--- src/rtl/seg_pkg.sv ---
// Shared definitions for the 7-segment scan capture path: segment patterns,
// recovered digit type and capture FSM states.
package seg_pkg;

    // Active-high segment patterns, bit7..bit0 = A,B,C,D,E,F,G,DP.
    localparam int         DP_BIT    = 0;
    localparam logic [7:0] SEG_0     = 8'hFC;
    localparam logic [7:0] SEG_1     = 8'h60;
    localparam logic [7:0] SEG_2     = 8'hDA;
    localparam logic [7:0] SEG_3     = 8'hF2;
    localparam logic [7:0] SEG_4     = 8'h66;
    localparam logic [7:0] SEG_5     = 8'hB6;
    localparam logic [7:0] SEG_6     = 8'hBE;
    localparam logic [7:0] SEG_7     = 8'hE0;
    localparam logic [7:0] SEG_8     = 8'hFE;
    localparam logic [7:0] SEG_9     = 8'hF6;
    localparam logic [7:0] SEG_A     = 8'hEE;
    localparam logic [7:0] SEG_B     = 8'h3E;
    localparam logic [7:0] SEG_C     = 8'h9C;
    localparam logic [7:0] SEG_D     = 8'h7A;
    localparam logic [7:0] SEG_E     = 8'h9E;
    localparam logic [7:0] SEG_F     = 8'h8E;
    localparam logic [7:0] SEG_DASH  = 8'h02;
    localparam logic [7:0] SEG_BLANK = 8'h00;

    typedef logic [4:0] digit_t;

    typedef enum logic [1:0] {
        ST_IDLE,
        ST_SETTLE,
        ST_HOLD
    } state_t;

    function automatic logic [7:0] seg_pattern(input logic [3:0] n);
        case (n)
            4'h0:    return SEG_0;
            4'h1:    return SEG_1;
            4'h2:    return SEG_2;
            4'h3:    return SEG_3;
            4'h4:    return SEG_4;
            4'h5:    return SEG_5;
            4'h6:    return SEG_6;
            4'h7:    return SEG_7;
            4'h8:    return SEG_8;
            4'h9:    return SEG_9;
            4'hA:    return SEG_A;
            4'hB:    return SEG_B;
            4'hC:    return SEG_C;
            4'hD:    return SEG_D;
            4'hE:    return SEG_E;
            default: return SEG_F;
        endcase
    endfunction

endpackage

--- src/rtl/seg_scan_capture_seg_to_digit.sv ---
// Inverse of the digit decoder: active-low segment pattern to signed 5-bit
// value, with flags for blank and unrecognised patterns.
module seg_to_digit
    import seg_pkg::*;
(
    input  logic [7:0] seg_n,
    output digit_t     value,
    output logic       err,
    output logic       blank
);

    logic [7:0] pat;
    logic [7:0] pat_nodp;
    logic       hit;
    logic [3:0] mag;

    // NOTE: every output of a combinational block gets a default first, so
    // no path through the block can leave a value unassigned (latch).
    always_comb begin
        pat              = ~seg_n;
        pat_nodp         = pat;
        pat_nodp[DP_BIT] = 1'b0;
        value            = '0;
        err              = 1'b0;
        blank            = 1'b0;
        hit              = 1'b0;
        mag              = '0;
        for (int n = 0; n < 16; n++) begin
            if (pat_nodp == seg_pattern(4'(n))) begin
                hit = 1'b1;
                mag = 4'(n);
            end
        end
        if (pat == SEG_BLANK) begin
            blank = 1'b1;
        end else if (!hit) begin
            err = 1'b1;
        end else if (!pat[DP_BIT]) begin
            value = {1'b0, mag};
        end else if (mag == 4'd0) begin
            value = 5'b10000;   // "-0" is the only encoding of -16
        end else begin
            value = -{1'b0, mag};
        end
    end

endmodule

--- src/rtl/seg_scan_capture.sv ---
// Samples a multiplexed active-low 7-segment bus, debounces each digit
// position and delivers one frame per complete scan over valid/ready.
module seg_scan_capture
    import seg_pkg::*;
#(
    parameter int DIGITS        = 4,
    parameter int STABLE_CYCLES = 8
) (
    input  logic                clk,
    input  logic                rst,
    input  logic [7:0]          seg_n,
    input  logic [DIGITS-1:0]   dig_n,
    output logic [5*DIGITS-1:0] frame_value,
    output logic [DIGITS-1:0]   frame_err,
    output logic [DIGITS-1:0]   frame_blank,
    output logic                frame_valid,
    input  logic                frame_ready,
    output logic                overrun
);

    localparam int               IDX_W    = (DIGITS > 1) ? $clog2(DIGITS) : 1;
    localparam logic [IDX_W-1:0] LAST_IDX = IDX_W'(DIGITS - 1);
    localparam logic [7:0]       STABLE   = 8'(STABLE_CYCLES);

    logic [7:0]        seg_q;
    logic [DIGITS-1:0] dig_q;
    logic [DIGITS-1:0] sel;
    logic              onehot;
    logic [IDX_W-1:0]  sel_idx;

    state_t            state_q, state_d;
    logic [DIGITS-1:0] dig_lat_q, dig_lat_d;
    logic [IDX_W-1:0]  idx_q, idx_d;
    logic [7:0]        pat_q, pat_d;
    logic [7:0]        count_q, count_d;
    logic              capture;

    digit_t [DIGITS-1:0] slot_val_q, slot_val_d;
    logic [DIGITS-1:0]   slot_err_q, slot_err_d;
    logic [DIGITS-1:0]   slot_blank_q, slot_blank_d;
    logic [DIGITS-1:0]   mask_q, mask_cap;
    logic                last_cap, complete, load;

    digit_t dec_val;
    logic   dec_err, dec_blank;

    seg_to_digit u_dec (
        .seg_n (pat_q),
        .value (dec_val),
        .err   (dec_err),
        .blank (dec_blank)
    );

    always_comb begin
        sel     = ~dig_q;
        onehot  = (sel != '0) && ((sel & (sel - DIGITS'(1))) == '0);
        sel_idx = '0;
        for (int i = 0; i < DIGITS; i++) begin
            if (sel[i]) sel_idx = IDX_W'(i);
        end
    end

    always_comb begin
        state_d   = state_q;
        dig_lat_d = dig_lat_q;
        idx_d     = idx_q;
        pat_d     = pat_q;
        count_d   = count_q;
        capture   = 1'b0;
        if (state_q == ST_SETTLE) begin
            if (dig_q == dig_lat_q && seg_q == pat_q) begin
                count_d = count_q + 8'd1;
                if (count_d == STABLE) begin
                    capture = 1'b1;
                    state_d = ST_HOLD;
                end
            end else begin
                dig_lat_d = dig_q;
                idx_d     = sel_idx;
                pat_d     = seg_q;
                count_d   = 8'd1;
                if (!onehot) state_d = ST_IDLE;
            end
        end else if (state_q == ST_IDLE || dig_q != dig_lat_q) begin
            // HOLD only releases on a strobe change, then acts exactly like IDLE.
            if (onehot) begin
                dig_lat_d = dig_q;
                idx_d     = sel_idx;
                pat_d     = seg_q;
                count_d   = 8'd1;
                state_d   = ST_SETTLE;
            end else begin
                state_d   = ST_IDLE;
            end
        end
    end

    always_comb begin
        slot_val_d   = slot_val_q;
        slot_err_d   = slot_err_q;
        slot_blank_d = slot_blank_q;
        mask_cap     = mask_q;
        if (capture) begin
            slot_val_d[idx_q]   = dec_val;
            slot_err_d[idx_q]   = dec_err;
            slot_blank_d[idx_q] = dec_blank;
            mask_cap[idx_q]     = 1'b1;
        end
        last_cap = capture && (idx_q == LAST_IDX);
        complete = last_cap && (&mask_cap);
        load     = complete && (!frame_valid || frame_ready);
    end

    // NOTE: sequential state uses non-blocking assignments only, so every
    // register samples pre-edge values regardless of statement order.
    always_ff @(posedge clk) begin
        if (rst) begin
            seg_q        <= 8'hFF;
            dig_q        <= '1;
            state_q      <= ST_IDLE;
            dig_lat_q    <= '1;
            idx_q        <= '0;
            pat_q        <= 8'hFF;
            count_q      <= '0;
            // NOTE: the slot store is a few flops, not a RAM, so clearing it
            // on reset is cheap and keeps stale digits out of the next frame.
            slot_val_q   <= '0;
            slot_err_q   <= '0;
            slot_blank_q <= '0;
            mask_q       <= '0;
            frame_value  <= '0;
            frame_err    <= '0;
            frame_blank  <= '0;
            frame_valid  <= 1'b0;
            overrun      <= 1'b0;
        end else begin
            seg_q        <= seg_n;
            dig_q        <= dig_n;
            state_q      <= state_d;
            dig_lat_q    <= dig_lat_d;
            idx_q        <= idx_d;
            pat_q        <= pat_d;
            count_q      <= count_d;
            slot_val_q   <= slot_val_d;
            slot_err_q   <= slot_err_d;
            slot_blank_q <= slot_blank_d;
            mask_q       <= last_cap ? '0 : mask_cap;
            overrun      <= complete && frame_valid && !frame_ready;
            if (load) begin
                frame_value <= slot_val_d;
                frame_err   <= slot_err_d;
                frame_blank <= slot_blank_d;
                frame_valid <= 1'b1;
            end else if (frame_ready) begin
                frame_valid <= 1'b0;
            end
        end
    end

endmodule
--- config.mk ---
export PLATFORM = sky130hd
export DESIGN_NAME = seg_scan_capture
export DESIGN_NICKNAME = d
export VERILOG_FILES = /design/src/rtl/seg_pkg.sv /design/src/rtl/seg_scan_capture_seg_to_digit.sv /design/src/rtl/seg_scan_capture.sv
export SDC_FILE = /design/constraint.sdc
export NUM_CORES = 1
export LEC_CHECK = 0
export BUFFER_PORTS_ARGS = -buffer_cell sky130_fd_sc_hd__buf_2
export CORE_AREA = 2 2 111 113
export DETAILED_ROUTE_END_ITERATION = 16
export DIE_AREA = 0 0 113 115
export GPL_TIMING_DRIVEN = 0
export HOLD_SLACK_MARGIN = 0.06
export PLACE_DENSITY_LB_ADDON = 0.05
export SETUP_SLACK_MARGIN = 0.5
export SYNTH_ARGS = -nofsm -noshare
export SYNTH_HDL_FRONTEND = slang
export SYNTH_SLANG_ARGS = --single-unit
--- constraint.sdc ---
create_clock -name clk -period 3.15 [get_ports clk]
set_clock_uncertainty 0.15 [all_clocks]
set_input_delay 0.315 -clock clk [delete_from_list [all_inputs] [get_ports clk]]
set_output_delay 0.315 -clock clk [all_outputs]
set_load 0.01 [all_outputs]
# Word level (Yosys, flattened, before mapping)

Cells that the tools add are included.

$add $sub $neg: 3
Order comparisons: 2
Eq/ne operators: 25
Muxes and demuxes: 79
Bitwise operators: 4
Reductions and logical operators: 25

Operators by type and width:

| operator              | number |
|---|---|
| $eq A7 B7 Y1 const B  | 12 |
| $mux W8               | 8 |
| $mux W4               | 15 |
| $mux W1               | 28 |
| $mux W2               | 13 |
| $mux W5               | 5 |
| $eq A7 B6 Y1 const B  | 3 |
| $bwmux W20            | 1 |
| $mux W20              | 1 |
| $mux W3               | 4 |
| $demux W5 S2          | 1 |
| $add A8 B1 Y8 const B | 1 |
| $bwmux W4             | 2 |
| $eq A8 B4 Y1 const B  | 1 |
| $eq A8 B8 Y1          | 1 |
| $logic_and A1 B1 Y1   | 8 |
| $logic_not A4 Y1      | 2 |
| $logic_not A8 Y1      | 1 |
| $not A8 Y8            | 1 |
| $eq A7 B5 Y1 const B  | 1 |
| $ne A3 B2 Y1 const B  | 2 |
| $reduce_and A3 Y1     | 2 |
| $reduce_bool A2 Y1    | 3 |
| $neg A4 Y5            | 1 |
| other kinds (19)      | 21 |

Register bits: 98
Output and inout bits: 30
Word-level logic and storage cells: 157

# Depth between registers and ports, before layout

Gate-level depths: netlist of the first run.

Depth after elaboration: 24
Gate-level depth with buffers: 12
Depth with buffers taken out: 10

# Hierarchy

Synthesis of the first run repeated with hierarchy kept, for this count alone.

Cell total of the unflattened synthesis: 508
Area, all modules: 4,794.6 µm²

Modules (own cells, without submodules):

| module           | times used | cells an instance | area each (µm²) |
|---|---|---|---|
| seg_scan_capture | 1          | 439               | 4,225.3 |
| seg_to_digit     | 1          | 69                | 569.3 |

# Worst setup path before layout of the first run

Ideal clock, no wire load.

Kind: register to register
Start: reg pat_q[1]
End: reg slot_val_q[5] (netlist bit)
Library setup time: 0.070 ns
Arrival time: 2.487 ns
Data required time: 2.930 ns
Slack: 0.443 ns
Stages on the path, launching flop included: 12
Buffers on the path: 1
Clock period less this slack: 2.707 ns
Cells stage by stage: dfxtp_1 > buf_2 > or4b_2 > nor3_1 > nor4_1 > ha_1 > nor2b_1 > nor4_1 > a31oi_1 > a41oi_1 > nand2_1 > a21oi_1

Word-level cells in the longest chain between the ends: 24
Elaborated cells on any way between the ends: 61
Classes of those cells: add/sub (1); eq/ne (17); mux (39); bitwise (1); reduce/logical (3)

Ends and longest elaborated chain:

| what                                                  | RTL line                                                                 | RTL |
|---|---|---|
| start, declared                                       | seg_scan_capture.sv:34                                                   | `logic [7:0] pat_q, pat_d;` |
| start signal, assigned                                | seg_scan_capture.sv:142                                                  | `pat_q <= pat_d;` |
| $not A8 Y8                                            | seg_scan_capture_seg_to_digit.sv:20                                      | `pat = ~seg_n;` |
| $eq A7 B6 Y1                                          | seg_scan_capture_seg_to_digit.sv:29                                      | `if (pat_nodp == seg_pattern(4'(n))) begin` |
| $mux W1                                               | seg_scan_capture_seg_to_digit.sv:29                                      |  |
| $mux W2 (2 in series)                                 | seg_scan_capture_seg_to_digit.sv:29                                      |  |
| $mux W3 (4 in series)                                 | seg_scan_capture_seg_to_digit.sv:29                                      |  |
| $mux W4 (8 in series)                                 | seg_scan_capture_seg_to_digit.sv:29                                      |  |
| $neg A4 Y5 / $logic_not A4 Y1 (equally long branches) | seg_scan_capture_seg_to_digit.sv:43, seg_scan_capture_seg_to_digit.sv:40 |  |
| $mux W5                                               | seg_scan_capture_seg_to_digit.sv:40                                      | `end else if (mag == 4'd0) begin` |
| $mux W5                                               | seg_scan_capture_seg_to_digit.sv:38                                      | `end else if (!pat[DP_BIT]) begin` |
| $mux W5                                               | seg_scan_capture_seg_to_digit.sv:36                                      | `end else if (!hit) begin` |
| $mux W5                                               | seg_scan_capture_seg_to_digit.sv:34                                      | `if (pat == SEG_BLANK) begin` |
| $bwmux W20                                            | seg_scan_capture.sv:104                                                  | `slot_val_d[idx_q] = dec_val;` |
| $mux W20 *                                            | seg_scan_capture.sv:103                                                  | `if (capture) begin` |
| end signal, assigned                                  | seg_scan_capture.sv:144                                                  | `slot_val_q <= slot_val_d;` |
| end, declared                                         | seg_scan_capture.sv:38                                                   | `digit_t [DIGITS-1:0] slot_val_q, slot_val_d;` |

Every way passes the cells marked *; elsewhere a longest branch is shown, timed or not.
A chain may end at the register's enable or synchronous reset.

# Worst setup path in the final report of the first run

Start: reg pat_q[6]
End: reg frame_value[18]

Word-level cells in the longest chain between the ends: 24
Elaborated cells on any way between the ends: 66
Classes of those cells: add/sub (1); eq/ne (17); mux (40); bitwise (1); reduce/logical (7)

Ends and longest elaborated chain:

| what                                                  | RTL line                                                                 | RTL |
|---|---|---|
| $not A8 Y8                                            | seg_scan_capture_seg_to_digit.sv:20                                      |  |
| $eq A7 B6 Y1                                          | seg_scan_capture_seg_to_digit.sv:29                                      |  |
| $mux W1                                               | seg_scan_capture_seg_to_digit.sv:29                                      |  |
| $mux W2 (2 in series)                                 | seg_scan_capture_seg_to_digit.sv:29                                      |  |
| $mux W3 (4 in series)                                 | seg_scan_capture_seg_to_digit.sv:29                                      |  |
| $mux W4 (8 in series)                                 | seg_scan_capture_seg_to_digit.sv:29                                      |  |
| $neg A4 Y5 / $logic_not A4 Y1 (equally long branches) | seg_scan_capture_seg_to_digit.sv:43, seg_scan_capture_seg_to_digit.sv:40 |  |
| $mux W5                                               | seg_scan_capture_seg_to_digit.sv:40                                      |  |
| $mux W5                                               | seg_scan_capture_seg_to_digit.sv:38                                      |  |
| $mux W5                                               | seg_scan_capture_seg_to_digit.sv:36                                      |  |
| $mux W5                                               | seg_scan_capture_seg_to_digit.sv:34                                      |  |
| $bwmux W20                                            | seg_scan_capture.sv:104                                                  |  |
| $mux W20                                              | seg_scan_capture.sv:103                                                  |  |
| end signal, assigned                                  | seg_scan_capture.sv:150                                                  | `frame_value <= slot_val_d;` |
| end, declared                                         | seg_scan_capture.sv:13                                                   | `output logic [5*DIGITS-1:0] frame_value,` |

Several ways; a longest one is shown, not always the timed one.

==> results of run 1 <==
## through the flow
| step | std cells | utilization |
|---|---|---|
| after global routing | 729 | 0.474 |
| final | 729 | 0.474 |
| after global placement | 677 | 0.377 |
| after detailed placement | 677 | 0.377 |
| after floorplan | 487 | - |
| after CTS | 721 | 0.454 |
## registers in the layout (all words and copies together), names as in the netlist, 4 cells and up
| register | cells |
|---|---|
| count_q | 8 |
| dig_lat_q | 4 |
| dig_q | 4 |
| frame_blank | 4 |
| frame_err | 4 |
| frame_value | 20 |
| pat_q | 8 |
| seg_q | 8 |
| slot_val_q | 15 |
## cells in the final DEF (no fill, tap or decap), types with 3 or more instances in the layout
master | Yosys | routed
a211oi_4 | 0 | 3
nand2b_1 | 5 | 5
nand4_1 | 4 | 4
nand3_1 | 27 | 25
nor3_4 | 0 | 3
o21ai_0 | 20 | 20
buf_4 | 0 | 25
dfxtp_4 | 0 | 4
a211oi_1 | 9 | 7
a21oi_1 | 59 | 54
o21a_1 | 4 | 4
or2_2 | 13 | 12
or3_1 | 6 | 5
clkbuf_1 | 29 | 13
dfxtp_1 | 90 | 77
a211o_1 | 3 | 3
clkbuf_4 | 0 | 4
nor3_1 | 11 | 6
nand3b_1 | 4 | 4
nor4_4 | 3 | 10
clkbuf_2 | 0 | 6
and3_1 | 5 | 5
bufinv_16 | 0 | 3
a21oi_2 | 0 | 5
nand2_1 | 66 | 65
clkbuf_8 | 0 | 4
or4_4 | 0 | 4
mux2i_1 | 5 | 4
clkbuf_16 | 0 | 10
nor2_1 | 24 | 23
a31oi_1 | 10 | 8
dfxtp_2 | 0 | 9
buf_6 | 0 | 7
xor2_1 | 12 | 12
dlygate4sd3_1 | 0 | 12
o21bai_1 | 4 | 4
buf_2 | 8 | 45
nor4_2 | 2 | 4
inv_1 | 11 | 11
## power by group through the flow
stage | logic, mW | registers [mW] | clock network, mW
after floorplan | 0.211 | 1.22 | 0
after global placement | 0.285 | 1.23 | 0
after detailed placement | 0.288 | 1.23 | 0
after CTS | 0.394 | 1.21 | 1.29
after global routing | 0.450 | 1.22 | 1.33
final | 0.415 | 1.21 | 1.26
## worst max-delay path, cell delays in order (launching register included)
cell and delay (ps):
dfxtp_2 340, buf_8 120, or4b_4 550, nor3_4 240, nor4_4 80, ha_2 190, nor2b_4 140, nor4_4 200
a31oi_2 100, a21oi_2 210, mux2i_4 120, a31oi_1 190
## layout make-up
cell class                 instances  area (um2)  share of cell area
multi-input combinational        349        2400               0.429
clock inverter                     5         103              0.0183
timing repair buffer              80         527              0.0941
buffer                            37         275              0.0492
sequential                        90        1830               0.326
clock buffer                      10         239              0.0427
inverter                          11        41.3             0.00737
tap                              147         184              0.0328
## layer usage
| layer | vias up | GRT usage | wire, um |
|---|---|---|---|
| met1 | 1775 | 0.221 | 5330 |
| met5 | - | 0 | 0 |
| li1 | 1911 | - | - |
| met2 | 62 | 0.298 | 5480 |
| met3 | 19 | 0.0364 | 357 |
| met4 | 0 | 0.0691 | 231 |
## logic make-up (layout without fill, tap and decap cells)
kind of cell | Yosys count | count (layout) | synth area share
compound gates | 124 | 124 | 0.184
xor+xnor | 15 | 15 | 0.0324
fa+ha+maj | 2 | 2 | 0.00617
buf+inv | 48 | 143 | 0.0469
flops | 90 | 90 | 0.444
mux | 5 | 5 | 0.0123
simple gates | 203 | 203 | 0.274
## timing repair
| item | CTS | global route |
|---|---|---|
| setup endpoints to repair | 51 | 57 |
| hold endpoints to repair | 12 | 0 |
| cloned | 0 | 0 |
| setup buffers | 17 | 8 |
| pin swaps | 20 | 21 |
| gates resized for setup | 78 | 50 |
| hold buffers | 12 | 0 |
## how the worst max path moves through the flow
stage                     cells after the start         endpoint  startpoint  slack, ps
after detailed placement                     11  frame_value[18]    pat_q[2]       -100
after global placement                       11    slot_val_q[8]    pat_q[2]       -100
after CTS                                    12   slot_val_q[10]    pat_q[6]        440
after floorplan                              11    slot_val_q[5]    pat_q[1]        440
after global routing                         12  frame_value[15]    pat_q[6]        370
final                                        11  frame_value[18]    pat_q[6]        460
==> run summary, run 1 <==
outcome: complete, but fails checks
failing checks: design-rule violations
DRT Pass-1 Iters: 10
hold_sp: frame_ready
clock-pin transition on the worst setup and hold timing paths: 60 ps
CP endpoint kind: flop
WHS Path Cells: 3
Tcrit/Tclk final: 0.854
ranking of synthesized cells by area: dfxtp_1, a21oi_1, nand2_1
PnR worst setup slack: 460 ps
DRT antenna net count: 0
most numerous cell in the Yosys netlist: dfxtp_1
synth warn: 0
Core ar.: 11800 um2
GRT Total Usage: 0.176
top_reg_cell synth: dfxtp_1
Max Fclk: 372 MHz
antenna violations before repair: 0
Tmin final: 2690 ps
Final HPWL DP: 7.62 mm
clock group share of total power: 0.436
PD cells: 515 nW/um2
reg2reg end: frame_value[18]
# DRC: 2
layout cells sized above 1: 0.316
count of final hold-check violations: 0
dpl ws: -104 ps
Max clock buf depth: 2
RePlAce Congestion: 0.882
Syn Std Cell Area: 4050 um2
unrepaired setup endpoints after global routing: true
top cell type's share of synthesized area: 0.444
setup TNS: 0 ps
placed inst area: 4450 um2
clock root buffer master: clkbuf_16
die footprint: 13000 um2
Seq pwr share: 0.421
Congestion Overflow GR: 0
Critical Path AT: 2820 ps
NetSw: 0.745 mW
nets: 595
largest net degree at the start of global routing: 15
cell-internal power: 2.14 mW
# fillers: 1152
via count: 3767
crit path kind: flop to flop
Placement Rows: 40
FFs w/ async S/R, synth: 0
Final Max Slew Viols: 0
Syn Inst Count: 487
Post-synth EDFFs: 0
DR vias/cell: 5.17
CTS tree: built
Reg2Reg Setup Slack: 460 ps
worst reg2reg path depth: 11
Leak: 2.12 nW
Worst Hold Path EP: overrun
Netlist cell types: 49
hold_ws: 148 ps
io pins: 45
Clk Latency, worst-skew pair: 360 ps
# diodes: 0
Die Y-Extent: 115 um
Die Wd: 113 um
number of DRC markers in iteration 0: 154
max_slew headroom: 0.412
effective utilization at floorplan: 0.343
worst path required time: 3280 ps
Max Fanout on Critical Path: 5
CTS Sinks: 90
Avg Cell Area, Syn: 8.32 um2
Syn Nets: 504
post-synthesis register bit count: 90
FF-to-FF Start: pat_q[6]
cell taking the most area after synthesis: dfxtp_1
vias in the first global route: 3548
Total Routed Length: 11.4 mm
Sw Share: 0.258
Setup violations, final: 0
Seq/Total Area, Yosys: 0.444
Synth top cells by count: dfxtp_1, nand2_1, a21oi_1
CTS Buf Count: 9
htree depth: 3
Hold Path Class: input port to flop
Startpoint Class: flop
WL/cell: 15.6 um
first-pass GRT wire length: 18.0 mm
Area Overhead vs Synth: 38.1%
Comb pwr share: 0.144
Port Buffer Count: 43
worst slew pin tran: 875 ps
max-cap violation count: 0
VDD IR max: 0.000316 V
Tot Pwr: 2.88 mW
post-route cell area: 5600 um2
(Power assumes the default switching activity.)
==> inputs of run 2 (changes only) <==
Settings changed: BUFFER_PORTS_ARGS -buffer_cell sky130_fd_sc_hd__buf_2 to unset, DONT_BUFFER_PORTS set to 1.
==> run 2 against run 1 <==
  * The run still ends with design-rule violations left
  * Worst hold slack worse by 72 ps
  * Sequential share of layout area is 2.0 points higher
  * Die area stayed put
  * Clock-buffer cell count is 1 higher
  * Cell area is 6.2% lower
  * Clock power is 12% lower
  * First-iteration DRC count is 7.8% lower
  * Largest cell class unchanged
==> run summary, run 2 (synthesized netlist as in run 1, its figures left out) <==
vias in the first global route: 3410 (-3.9%)
WP buf/inv: 1 (unchanged)
Tcrit/Tclk final: 0.862 (+0.00827)
layout cells sized above 1: 0.251 (-0.0648)
Area Overhead vs Synth: 29.5%
Setup violations, final: 0 (unchanged)
die footprint: 13000 um2 (unchanged)
clock-pin transition on the worst setup and hold timing paths: 70 ps (about the same)
WL/cell: 16.4 um (+5.0%)
via count: 3650 (-3.1%)
DRT Pass-1 Iters: 10 (unchanged)
commonest non-fill, non-tap cell in the layout: dfxtp_1
Die Wd: 113 um (unchanged)
Startpoint Class: flop
htree depth: 3 (unchanged)
GRT Total Usage: 0.177 (+0.000891)
max incr delay on CP: 590 ps (+40 ps)
worst slew pin tran: 923 ps (+48.2 ps)
post-route cell area: 5250 um2 (-6.2%)
Sw Share: 0.265 (+0.00702)
nets: 550 (-7.6%)
Largest Register: frame_value
number of DRC markers in iteration 0: 142 (-7.8%)
most frequent cells in the layout: dfxtp_1, nand2_1, a21oi_1, buf_4, nand3_1
Clk Latency, worst-skew pair: 350 ps (about the same)
Max clock buf depth: 2 (unchanged)
dpl ws: -110 ps (-5.82 ps)
RePlAce Congestion: 0.870 (-1.3%)
CTS tree: built
VDD IR max: 0.000362 V (+14%)
crit path kind: flop to flop
effective utilization at floorplan: 0.343 (unchanged)
Total Routed Length: 11.2 mm (-1.5%)
Final HPWL DP: 7.53 mm (-1.1%)
Leak: 1.86 nW (-13%)
PnR worst setup slack: 434 ps (-26.0 ps)
Placement Rows: 40 (unchanged)
cell-internal power: 2.00 mW (-6.6%)
count of final hold-check violations: 0 (unchanged)
hold_ws: 75.2 ps (-72.5 ps)
max-cap violation count: 0 (unchanged)
Final Max Slew Viols: 0 (unchanged)
largest net degree at the start of global routing: 15 (unchanged)
Seq pwr share: 0.447 (+0.026)
Hold Path Class: input port to flop
max_slew headroom: 0.380 (-0.0324)
NetSw: 0.722 mW (-3.1%)
first-pass GRT wire length: 17.9 mm (-0.58%)
outcome: complete, but fails checks
Reg2Reg Setup Slack: 430 ps (-30 ps)
Max Fclk: 368 MHz (-0.96%)
Port Buffer Count: 0 (-100%)
Core ar.: 11800 um2 (unchanged)
antenna violations before repair: 0 (unchanged)
cell family with most CP delay: compound AO/OA/AOI/OAI gates
Congestion Overflow GR: 0 (unchanged)
Critical Path AT: 2840 ps (+20 ps)
Tot Pwr: 2.72 mW (-5.7%)
CP endpoint kind: flop
io pins: 45 (unchanged)
# diodes: 0 (unchanged)
unrepaired setup endpoints after global routing: true
failing checks: design-rule violations
DR vias/cell: 5.34 (+3.3%)
Die Y-Extent: 115 um (unchanged)
Slowest cell on crit path: a31oi_1
PD cells: 518 nW/um2 (+0.58%)
CTS Sinks: 90 (unchanged)
Tmin final: 2720 ps (+26.0 ps)
Max Fanout on Critical Path: 8 (+3)
CTS Buf Count: 9 (unchanged)
worst path required time: 3280 ps (about the same)
biggest regs: frame_value: 20 flops, slot_val_q: 15 flops
clock root buffer master: clkbuf_16
placed inst area: 4250 um2 (-4.7%)
# DRC: 2 (unchanged)
DRT antenna net count: 0 (unchanged)
Comb pwr share: 0.144 (about the same)
Cell Chain, Critical Path: buf_4, or3b_2, a2111oi_0, nor4_1, a31oi_1, nand2_1, a21oi_1
setup TNS: 0 ps (unchanged)
Largest register FFs: 20 (unchanged)
clock group share of total power: 0.409 (-0.027)
==> run 2: worst paths after layout <==
| path | from | end | cells after the start |
|---|---|---|---|
| max | pat_q[3] | frame_value[19] | 7 |
| min | frame_ready | overrun | 2 |
| max reg2reg | pat_q[3] | frame_value[19] | 7 |
| min reg2reg | slot_val_q[11] | slot_val_q[11] | 2 |
==> run 2: final cells by class <==
| cell class | instances | area [um2] |
|---|---|---|
| Buffer | 37 | 256 |
| Clock buffer | 11 | 253 |
| Clock inverter | 4 | 51.3 |
| Fill cell | 1186 | 6560 |
| Inverter | 11 | 41.3 |
| Multi-Input combinational cell | 349 | 2340 |
| Sequential cell | 90 | 1820 |
| Tap cell | 147 | 184 |
| Timing Repair Buffer | 35 | 305 |
==> run 2: through the flow <==
step | cells | util
2_1_floorplan | 487 | -
3_3_place_gp | 634 | 0.359
3_5_place_dp | 634 | 0.359
4_1_cts | 677 | 0.429
5_1_grt | 684 | 0.445
6_report | 684 | 0.445
==> run 2: worst register-to-register path, delay by kind of cell (launching register included) <==
family,cells,cell delay (ps)
AO/OA/AOI/OAI,3,1260
AND/OR/NAND/NOR,3,780
flip-flops,1,300
buffers and inverters,1,160
==> run 2: layer usage <==
| layer | vias to the layer above | track usage | share of wire |
|---|---|---|---|
| met5 | - | 0 | 0 |
| met4 | 0 | 0.0707 | 0.0086 |
| met2 | 65 | 0.291 | 0.48 |
| met3 | 5 | 0.0343 | 0.033 |
| met1 | 1741 | 0.230 | 0.48 |
| li1 | 1839 | - | - |
==> run 2: power groups by stage <==
stage	registers, mW	logic [mW]	clock network (mW)
after floorplan	1.22	0.211	0
after global placement	1.23	0.279	0
after detailed placement	1.23	0.284	0
after CTS	1.21	0.364	1.14
after global routing	1.22	0.426	1.18
final	1.21	0.393	1.11
==> run 2: what timing repair did <==
| item | 4_1_cts | 5_1_grt |
|---|---|---|
| gates resized for setup | 71 | 42 |
| hold buffers | 12 | 0 |
| buffers inserted | 16 | 7 |
| pin swaps | 23 | 17 |
| endpoints found under the hold margin | 12 | 0 |
| setup endpoints to repair | 49 | 55 |
